===== src/rtl/ff_bank_pkg.sv =====
// ff_bank_pkg: mode encodings shared by ff_bank and ff_cell.
package ff_bank_pkg;
   typedef enum logic [1:0] {
      MODE_SR = 2'd0,
      MODE_JK = 2'd1,
      MODE_D  = 2'd2,
      MODE_T  = 2'd3
   } mode_t;
endpackage


===== src/rtl/ff_cell.sv =====
// ff_cell: one SR/JK/D/T flip-flop channel with parallel load and illegal-SR detect.
module ff_cell
   import ff_bank_pkg::*;
(
   input  logic  clk,
   input  logic  rst_n,
   input  logic  en,
   input  mode_t mode,
   input  logic  a,
   input  logic  b,
   input  logic  ld,
   input  logic  ld_data,
   output logic  q,
   output logic  ill,
   output logic  ill_nxt
);
   logic nxt;
   // a==b in JK: a=0 holds (q^0), a=1 toggles (q^1)
   always_comb begin
      nxt     = ld ? ld_data :
                !en ? q :
                mode == MODE_SR ? (a ^ b ? a : q) :
                mode == MODE_JK ? (a ^ b ? a : q ^ a) :
                mode == MODE_D  ? a : q ^ a;
      ill_nxt = ~ld & en & (mode == MODE_SR) & a & b;
   end
   always_ff @(posedge clk or negedge rst_n)
      if (!rst_n) begin
         q   <= 1'b0;
         ill <= 1'b0;
      end else begin
         q   <= nxt;
         ill <= ill_nxt;
      end
endmodule


===== src/rtl/ff_bank.sv =====
// ff_bank: WIDTH independent mode-selectable flip-flops with sticky illegal flag.
// Define FF_BANK_ERR_CNT_EN to add the saturating err_cnt illegal-cycle counter.
module ff_bank
   import ff_bank_pkg::*;
#(
   parameter int WIDTH = 8,
   parameter int CNT_W = 8
) (
   input  logic             clk,
   input  logic             rst_n,
   input  logic             en,
   input  logic [1:0]       mode,
   input  logic [WIDTH-1:0] a,
   input  logic [WIDTH-1:0] b,
   input  logic             ld,
   input  logic [WIDTH-1:0] ld_data,
   input  logic             clr_err,
   output logic [WIDTH-1:0] q,
   output logic [WIDTH-1:0] qbar,
   output logic [WIDTH-1:0] illegal_mask,
   output logic             illegal
`ifdef FF_BANK_ERR_CNT_EN
   ,
   output logic [CNT_W-1:0] err_cnt
`endif
);
   logic [WIDTH-1:0] ill_nxt;
   logic             ev;
   assign qbar = ~q;
   assign ev   = |ill_nxt;
   for (genvar i = 0; i < WIDTH; i++) begin : g_cell
      ff_cell u_cell (
         .clk     (clk),
         .rst_n   (rst_n),
         .en      (en),
         .mode    (mode_t'(mode)),
         .a       (a[i]),
         .b       (b[i]),
         .ld      (ld),
         .ld_data (ld_data[i]),
         .q       (q[i]),
         .ill     (illegal_mask[i]),
         .ill_nxt (ill_nxt[i])
      );
   end
   // a new event outranks clr_err
   always_ff @(posedge clk or negedge rst_n)
      if (!rst_n) illegal <= 1'b0;
      else        illegal <= ev ? 1'b1 : clr_err ? 1'b0 : illegal;
`ifdef FF_BANK_ERR_CNT_EN
   always_ff @(posedge clk or negedge rst_n)
      if (!rst_n) err_cnt <= '0;
      else        err_cnt <= ev ? (clr_err ? CNT_W'(1) : err_cnt + CNT_W'(~&err_cnt)) :
                             clr_err ? '0 : err_cnt;
`endif
endmodule


===== config.mk =====
export PLATFORM = sky130hd
export DESIGN_NAME = ff_bank
export DESIGN_NICKNAME = d
export VERILOG_FILES = /design/src/rtl/ff_bank_pkg.sv /design/src/rtl/ff_cell.sv /design/src/rtl/ff_bank.sv
export SDC_FILE = /design/constraint.sdc
export NUM_CORES = 1
export LEC_CHECK = 0
export ABC_AREA = 1
export CAP_MARGIN = 10
export CORE_AREA = 2 2 51 53
export CTS_CLUSTER_DIAMETER = 200
export DETAILED_ROUTE_END_ITERATION = 12
export DIE_AREA = 0 0 53 55
export DONT_BUFFER_PORTS = 1
export GPL_TIMING_DRIVEN = 0
export PLACE_DENSITY = 0.71
export SYNTH_ARGS = -nofsm -noshare
export SYNTH_HDL_FRONTEND = slang
export SYNTH_SLANG_ARGS = --single-unit

===== constraint.sdc =====
create_clock -name clk -period 0.8 [get_ports clk]
set_input_delay 0.16 -clock clk [delete_from_list [all_inputs] [get_ports clk]]
set_output_delay 0.16 -clock clk [all_outputs]
set_load 0.005 [all_outputs]

==> results of run 1 <==
## Yosys cell counts, drive strengths merged
library cell and instances:
nand3 26, dfrtp 17, clkbuf 1, buf 21, nor2 25, xnor2 1
clkinv 1, nand3b 1, o21ai 1, nand2 64, a21oi 9, inv 25
## through the flow
| step | std cells | instance area, sq um | utilization (%) | setup slack (ns) |
|---|---|---|---|---|
| floorplan | 192 | 1270 | - | -0.0880 |
| global placement | 222 | 1310 | 55.5 | -0.187 |
| detailed placement | 222 | 1310 | 55.5 | -0.195 |
| CTS | 235 | 1490 | 63.0 | -0.222 |
| global route | 235 | 1500 | 63.4 | -0.251 |
| finish | 235 | 1500 | 63.4 | -0.226 |
## power by group
part,switching [mW],internal (mW),total [mW]
Combinational,0.279,0.256,0.535
Clock,0.272,0.194,0.467
Sequential,0.0605,0.912,0.973
Total,0.612,1.36,1.97
## final cells by class
class / count / area [sq um]
inverters: 26 / 97.6
flip-flops and latches: 17 / 425
well taps: 30 / 37.5
clock buffers: 4 / 26.3
fillers: 222 / 866
multi-input cells: 127 / 596
repair buffers: 9 / 90.1
plain buffers: 22 / 226
## cell families after synthesis
family | after synthesis | share of synthesized area (%)
and+or+nand+nor | 116 | 39.5
xor gates and xnor gates | 1 | 0.697
DFF | 17 | 33.8
buffers and inverters | 48 | 20.8
AOI/OAI and AO/OA | 10 | 5.17
## final timing paths
kind	cells after the start	slack (ns)	to
min in group asynchronous	1	-0.01	g_cell[0].u_cell.q$_DFFE_PN0P_
max in group asynchronous	1	0.34	g_cell[2].u_cell.q$_DFFE_PN0P_
min reg2reg	2	0.55	illegal$_DFFE_PN0P_
min	2	-0.02	g_cell[6].u_cell.ill$_DFF_PN0_
max reg2reg	6	-0.16	g_cell[7].u_cell.q$_DFFE_PN0P_
max	1	-0.23	q[5]
## layer usage
metal,up-vias,global-route usage (%),part of all wire [%],wire (um)
met3,4,3.76,6.2,180
met2,45,37.7,49,1420
met4,0,9.83,1.3,37
met1,525,24.5,44,1280
met5,-,0,0,0
li1,592,-,-,-
## flip-flops by register name, indices dropped and copies added (netlist names)
name and flops:
illegal 1, g_cell.u_cell.ill 8, g_cell.u_cell.q 8
## cell usage in the layout (no fill, tap or decap), types with 2 or more instances in the layout
cell	instances
a21oi_1	3
a21oi_2	6
buf_4	3
buf_6	18
clkbuf_1	2
clkbuf_4	3
dfrtp_1	17
dlygate4sd3_1	7
inv_1	14
inv_2	11
nand2_1	61
nand2_2	3
nand3_1	22
nand3_2	4
nor2_1	23
nor2_4	2
## timing repair
| action | in CTS | in global routing |
|---|---|---|
| endpoints found under the setup margin | 32 | 50 |
| endpoints found under the hold margin | 26 | 2 |
| pin swaps | 9 | 8 |
| setup buffers | 1 | 0 |
| gates cloned | 0 | 0 |
| gates resized for setup | 24 | 3 |
==> key figures, run 1 <==
Clocking
  • Clock sinks: 17
  • Later-pin clock latency in the skew report: around 0.29 ns
  • Hold Buf Count CTS: 8
  • CTS Buf Count: 3
  • CTS root buf: clkbuf_4
  • Max Root-Sink Buffers: 2
  • TritonCTS clock tree: yes
  • CTS clk-pin slew, worst paths: 0.10 ns
  • CTS H-tree depth: 1

Place
  • Post-DP HPWL: 2.14 mm
  • Number of buffers added on ports: 0
  • GPL Wtd Cong: 0.710

Timing
  • Setup ws final: -0.226 ns
  • Slew Limit Fails: 0
  • Hold violation count in the final report: 19
  • Slew margin rel.: between 40% and 50%
  • Max Clk Rate: 974 MHz
  • Final Cycle Share: 128%
  • Actual slew at the worst max-slew pin: 0.755 ns
  • RSZ-0062 raised after global routing: yes
  • Worst clock skew: 0 ns
  • Hold_ws: -0.0166 ns
  • Period minus WS final: just over 1 ns
  • Final setup TNS: -4.82 ns
  • Final Setup Violations: 33

Setup path
  • Crit path launch type: register
  • Worst path top cell family by delay: flip-flops
  • CP Capture Type: output port
  • Slowest stage delay, CP: 0.44 ns
  • Worst path arrival time: 0.87 ns
  • Slowest CP cell: dfrtp_1
  • Critical path peak fanout: 3
  • Critical Path Start: g_cell[5].u_cell.q$_DFFE_PN0P_
  • CP required: between 0.6 and 0.7 ns
  • Setup Crit Path Kind: register to output port
  • Worst r2r src: g_cell[7].u_cell.q$_DFFE_PN0P_
  • Crit path buf inv count: 1
  • Worst path cell trace: buf_6

Finish
  • Final net count: between 200 and 250
  • Antenna diodes: 0
  • Syn-to-layout area delta: 19.2%
  • Layout cell share with drive strength beyond 1: roughly a quarter

Pwr
  • Total power: about 2 mW
  • Peak supply drop: 865 uV
  • Pleak: roughly 0.80 nW
  • PD cells: ~1300 nW/um^2

Die
  • Die area: 2920 sq um
  • # rows: 18
  • Die Y: 55 um
  • Core Footprint: 2360 sq um
  • Initial Util: around 53%
  • Die width: ~53 um
  • Ports: 56

Yosys
  • Synth unique cells: 19
  • Avg Cell Area, Syn: 6.55 sq um
  • Register bit total from synthesis: 17
  • Top cells by area, synth: dfrtp_1 34%, nand2_1 19%, buf_4 10%, nand3_1 10%, nor2_1 6.9%
  • YS warnings: 0
  • Post-synth top area share: 33.8%
  • Synth Instances: around 190
  • Post-synthesis sequential area ratio: between 30 and 40%
  • Post-synthesis cell area: 1260 sq um
  • Area leader, netlist: dfrtp_1
  • Post-Synthesis Net Count: around 220

Run status
  • Status: finished, violations left
  • Failing checks: negative hold slack, negative setup slack

Global route
  • Global-route wire length before repair: 4.41 mm
  • Largest net degree at the start of global routing: 18
  • Grt ovf: 0
  • Vias in the first global route: 1083
  • Antenna violations before repair: 0
  • Gr usage total: 21.0%

Route
  • Final WL: 2.92 mm
  • Avg WL per Cell: 12.4 um
  • First drt pass iteration count: 4
  • Post-route ant nets: 0
  • DR iter-0 viols: 25
  • DRC errors left: 0
  • Drt via density: a little under 5
  • Via count: 1166

Min path
  • Hold crit path type: input port to register
  • Hold path startpoint: b[6]

Flow run
  • Max-Cap Viols: 0
Power figures use the tool's default switching activity.
==> run 2, diff against run 1 <==
- CORE_AREA: 2 2 51 53 -> 2 2 49 51
- DIE_AREA: 0 0 53 55 -> 0 0 51 53
- GPL_TIMING_DRIVEN: 0 -> default
- PLACE_DENSITY: 0.71 -> 0.74
- clock period: 0.8 -> 1 ns (I/O delays scaled with it)
==> key figures, run 2 (same netlist as run 1, synthesis figures left out) <==
Timing
  • Max Clk Rate: around 940 MHz
  • Final Cycle Share: 106%
  • Actual slew at the worst max-slew pin: 0.795 ns
  • Slew Limit Fails: 0
  • Slew margin rel.: a little under half
  • Hold violation count in the final report: 0
  • Final Setup Violations: 6
  • Worst clock skew: 0 ns
  • Hold_ws: slightly above 0.02 ns
  • RSZ-0062 raised after global routing: yes
  • Period minus WS final: 1.06 ns
  • Setup ws final: -0.0588 ns

Setup path
  • Worst path top cell family by delay: flip-flops
  • Critical path depth: 2
  • Crit path buf inv count: 2
  • Worst path arrival time: 0.86 ns
  • Slowest stage delay, CP: 0.40 ns
  • Critical path peak fanout: 3
  • Crit path launch type: register
  • CP required: 0.80 ns
  • Worst path cell trace: buf_6 -> inv_4
  • Setup Crit Path Kind: register to output port
  • Slowest CP cell: dfrtp_1
  • R2R depth: 7
  • CP Capture Type: output port

Pwr
  • Int Pwr: 1.00 mW
  • Psw: 0.433 mW
  • Clock power share: 25.9%
  • PD cells: 1200 nW/um^2
  • Sw frac: 30.1%
  • Pleak: 0.657 nW
  • Peak supply drop: just over 600 uV
  • Gate power share: 20.0%
  • Total power: 1.44 mW
  • Sequential share of power: 54.0%

Route
  • Drt via density: 5.25
  • First drt pass iteration count: 4
  • Avg WL per Cell: 13.0 um
  • DRC errors left: 0
  • DR iter-0 viols: 16
  • Post-route ant nets: 0
  • Via count: 1081
  • Final WL: between 2 and 3 mm

Global route
  • Largest net degree at the start of global routing: 18
  • Grt ovf: 0
  • Global-route wire length before repair: 4.52 mm
  • Vias in the first global route: between 1000 and 1500
  • Antenna violations before repair: 0
  • Gr usage total: 22.4%

Clocking
  • TritonCTS clock tree: yes
  • Clock sinks: 17
  • CTS H-tree depth: 1
  • Max Root-Sink Buffers: 2
  • CTS Buf Count: 3
  • CTS root buf: clkbuf_4
  • CTS clk-pin slew, worst paths: 0.10 ns
  • Later-pin clock latency in the skew report: 0.29 ns

Finish
  • Layout cell share with drive strength beyond 1: 15.2%
  • Most frequent cells in the layout: 62 x nand2_1, 25 x nand3_1, 23 x nor2_1
  • Antenna diodes: 0
  • Top Registers: g_cell.u_cell.ill: 8 flops, g_cell.u_cell.q: 8 flops, illegal: 1 flops
  • Final net count: 210
  • Commonest non-fill, non-tap cell in the layout: nand2_1
  • Syn-to-layout area delta: -4.88%

Die
  • Core Footprint: 2150 sq um
  • Initial Util: about three fifths
  • Die width: 51 um
  • # rows: 17
  • Ports: 56
  • Die Y: 53 um
  • Die area: 2700 sq um

Run status
  • Status: finished, violations left
  • Failing checks: negative setup slack

Place
  • GPL Wtd Cong: 0.803
  • Number of buffers added on ports: 0
  • Post-DP HPWL: around 2.1 mm

Flow run
  • Max-Cap Viols: 0

Min path
  • Worst hold path depth: 2
  • Hold crit path type: input port to register
[run 2: cell count changes in the layout (fill, tap and decap cells not counted), sizes merged]
| cell | before | now |
|---|---|---|
| buf | 22 | 3 |
| dlygate4sd3 | 7 | 0 |
| clkbuf | 5 | 4 |
[run 2: through the flow]
step / cell area [sq um] / setup TNS [ns] / util [%] / std cells / setup slack, ns
floorplan: 1260 / 0 / - / 192 / 0.0612
global placement: 1140 / 0 / 53.2 / 200 / 0.124
detailed placement: 1140 / 0 / 53.2 / 200 / 0.0694
CTS: 1190 / -0.137 / 55.4 / 206 / -0.0563
global route: 1200 / -0.509 / 55.7 / 206 / -0.0967
finish: 1200 / -0.119 / 55.7 / 206 / -0.0588
[run 2: final timing paths]
kind | slack, ns | start | end
worst min-delay path | 0.02 | ld_data[3] | g_cell[3].u_cell.q$_DFFE_PN0P_
worst max register to register | 0.02 | g_cell[7].u_cell.q$_DFFE_PN0P_ | g_cell[7].u_cell.q$_DFFE_PN0P_
worst max-delay path | -0.06 | g_cell[7].u_cell.q$_DFFE_PN0P_ | qbar[7]
worst min register to register | 0.55 | illegal$_DFFE_PN0P_ | illegal$_DFFE_PN0P_
max in group asynchronous | 0.45 | rst_n | g_cell[6].u_cell.q$_DFFE_PN0P_
min in group asynchronous | 0.05 | rst_n | g_cell[3].u_cell.q$_DFFE_PN0P_
[run 2: layout make-up]
class / count / area [sq um]
fill: 212 / 952
multi-input combinational: 127 / 571
sequential: 17 / 425
inverter: 26 / 100
timing repair buffer: 4 / 38.8
tap: 28 / 35.0
clock buffer: 4 / 26.3
[run 2: power by group through the flow]
stage,clock network [mW],registers (mW),logic [mW]
5_1_grt,0.406,0.783,0.341
3_5_place_dp,0,0.785,0.254
6_report,0.373,0.777,0.288
4_1_cts,0.382,0.777,0.288
2_1_floorplan,0,0.770,0.296
3_3_place_gp,0,0.784,0.249
[run 2: what timing repair did]
item | 4_1_cts | 5_1_grt
endpoints found under the hold margin | 17 | 0
setup buffers | 1 | 0
gates resized for setup | 9 | 2
setup endpoints to repair | 9 | 27
hold buffers | 1 | 0
[run 2: routing by layer]
| metal | GRT usage [%] | wire length [um] |
|---|---|---|
| met1 | 26.2 | 1080 |
| met2 | 38.7 | 1290 |
| met3 | 6.78 | 279 |
| met4 | 8.11 | 14 |
| met5 | 0 | 0 |
==> run 3, diff against run 2 <==
- SKIP_CTS_REPAIR_TIMING: default -> 1
==> key figures, run 3 (same netlist as run 1, synthesis figures left out) <==
Global route
  • Vias in the first global route: roughly 1100
  • Largest net degree at the start of global routing: 18
  • Antenna violations before repair: 0
  • Grt ovf: 0
  • Global-route wire length before repair: 4.51 mm
  • Gr usage total: 22.4%

Timing
  • Max Clk Rate: 949 MHz
  • RSZ-0062 raised after global routing: yes
  • Worst clock skew: 0 ns
  • Setup ws final: -0.0540 ns
  • Final setup TNS: -0.106 ns
  • Slew Limit Fails: 0
  • Period minus WS final: roughly 1.1 ns
  • Final Setup Violations: 6
  • Actual slew at the worst max-slew pin: 0.794 ns
  • Final Cycle Share: 105%
  • Hold violation count in the final report: 0
  • Slew margin rel.: between 40% and 50%

Finish
  • Utilization after layout: 55.6%
  • Top Registers: g_cell.u_cell.ill: 8 flops, g_cell.u_cell.q: 8 flops, illegal: 1 flops
  • Syn-to-layout area delta: -5.08%
  • Finished Layout Cells: 206
  • Most frequent cells in the layout: 62 x nand2_1, 25 x nand3_1, 23 x nor2_1
  • Fillers: 214
  • Seq. cell area: 425 sq um
  • Finished Cell Area: 1190 sq um
  • Final net count: 210
  • Commonest non-fill, non-tap cell in the layout: nand2_1
  • Layout cell share with drive strength beyond 1: 15.2%
  • Multi-input gate area: 571 sq um
  • Antenna diodes: 0

Flow run
  • Max-Cap Viols: 0

Min path
  • Hold crit path type: input port to register
  • Hold Path Sink: g_cell[3].u_cell.q$_DFFE_PN0P_
  • Hold path startpoint: ld_data[3]
  • Worst hold path depth: 2

Setup path
  • Worst r2r src: g_cell[7].u_cell.q$_DFFE_PN0P_
  • CP Capture Type: output port
  • Setup Crit Path Kind: register to output port
  • R2r setup slk: 0.02 ns
  • Crit path launch type: register
  • Slowest stage delay, CP: 0.40 ns
  • Worst path cell trace: buf_6 -> inv_4
  • Slowest CP cell: dfrtp_1
  • Critical path peak fanout: 3
  • Worst path arrival time: 0.85 ns
  • CP required: 0.80 ns
  • R2R depth: 7
  • R2r endpoint: g_cell[7].u_cell.q$_DFFE_PN0P_

Pwr
  • Peak supply drop: approximately 620 uV
  • Sequential share of power: around 54%
  • Pleak: roughly 0.65 nW
  • Gate power share: 20.0%
  • Sw frac: roughly 30%
  • Total power: 1.44 mW
  • Clock power share: 26.0%
  • PD cells: 1210 nW/um^2
  • Int Pwr: 1.00 mW
  • Psw: 0.435 mW

Clocking
  • Clock sinks: 17
  • CTS clk-pin slew, worst paths: 0.11 ns
  • CTS H-tree depth: 1
  • Max Root-Sink Buffers: 2
  • CTS root buf: clkbuf_4
  • TritonCTS clock tree: yes
  • CTS Buf Count: 3
  • Later-pin clock latency in the skew report: roughly 0.29 ns

Die
  • Die width: 51 um
  • Core Footprint: ~2100 sq um
  • Die Y: between 50 and 60 um
  • Ports: 56
  • Die area: 2700 sq um
  • # rows: 17
  • Initial Util: 58.5%

Place
  • Number of buffers added on ports: 0
  • GPL Wtd Cong: around 0.8
  • Cell Area, Placed: 1140 sq um
  • Post-DP HPWL: 2.10 mm
  • Placed Cells: 200

Run status
  • Status: finished, violations left
  • Failing checks: negative setup slack

Route
  • Drt via density: between 5 and 6
  • Via count: 1081
  • Final WL: 2.67 mm
  • First drt pass iteration count: 4
  • DRC errors left: 0
  • Avg WL per Cell: 13.0 um
  • Post-route ant nets: 0
  • DR iter-0 viols: 16
-- run 3: cell types whose count changed in the layout (fill, tap and decap cells not counted), sizes merged --
cell	change
dlymetal6s4s	-1
dlygate4sd3	+1
-- run 3: worst max path at each step --
stage / startpoint / endpoint / slack (ns)
3_5_place_dp: mode[0] / illegal$_DFFE_PN0P_ / 0.07
2_1_floorplan: en / illegal$_DFFE_PN0P_ / 0.06
3_3_place_gp: ld / illegal$_DFFE_PN0P_ / 0.12
6_report: g_cell[7].u_cell.q$_DFFE_PN0P_ / qbar[7] / -0.05
5_1_grt: g_cell[7].u_cell.q$_DFFE_PN0P_ / qbar[7] / -0.1
4_1_cts: g_cell[7].u_cell.q$_DFFE_PN0P_ / qbar[7] / -0.1
-- run 3: through the flow --
stage	worst slack, ns	hold WS [ns]
2_1_floorplan	0.0612	-0.0956
3_3_place_gp	0.124	-0.0952
3_5_place_dp	0.0694	-0.0952
4_1_cts	-0.0955	-0.415
5_1_grt	-0.0958	0.0121
6_report	-0.0540	0.0196
-- run 3: power by group through the flow --
stage | sequential [mW] | combinational (mW) | clock [mW]
6_report | 0.777 | 0.287 | 0.375
4_1_cts | 0.772 | 0.256 | 0.382
3_5_place_dp | 0.785 | 0.254 | 0
5_1_grt | 0.783 | 0.340 | 0.406
3_3_place_gp | 0.784 | 0.249 | 0
2_1_floorplan | 0.770 | 0.296 | 0
-- run 3: critical path: cells and delay by family (launching register included) --
kind / cells / cell delay, ns
flops: 1 / 0.40
buf+inv: 2 / 0.17
-- run 3: final cells by class --
cell class              instances  area share [%]
clock buffers                   4            2.20
inverters                      26            8.39
multi-input cells             127            47.8
flip-flops and latches         17            35.6
well taps                      28            2.94
repair buffers                  4            3.04
-- run 3: metal layers --
layer / vias up / GRT usage, % / routed length [um]
li1: 544 / - / -
met1: 487 / 26.4 / 1070
met2: 48 / 38.3 / 1300
met3: 2 / 6.78 / 287
met4: 0 / 8.11 / 14
met5: - / 0 / 0
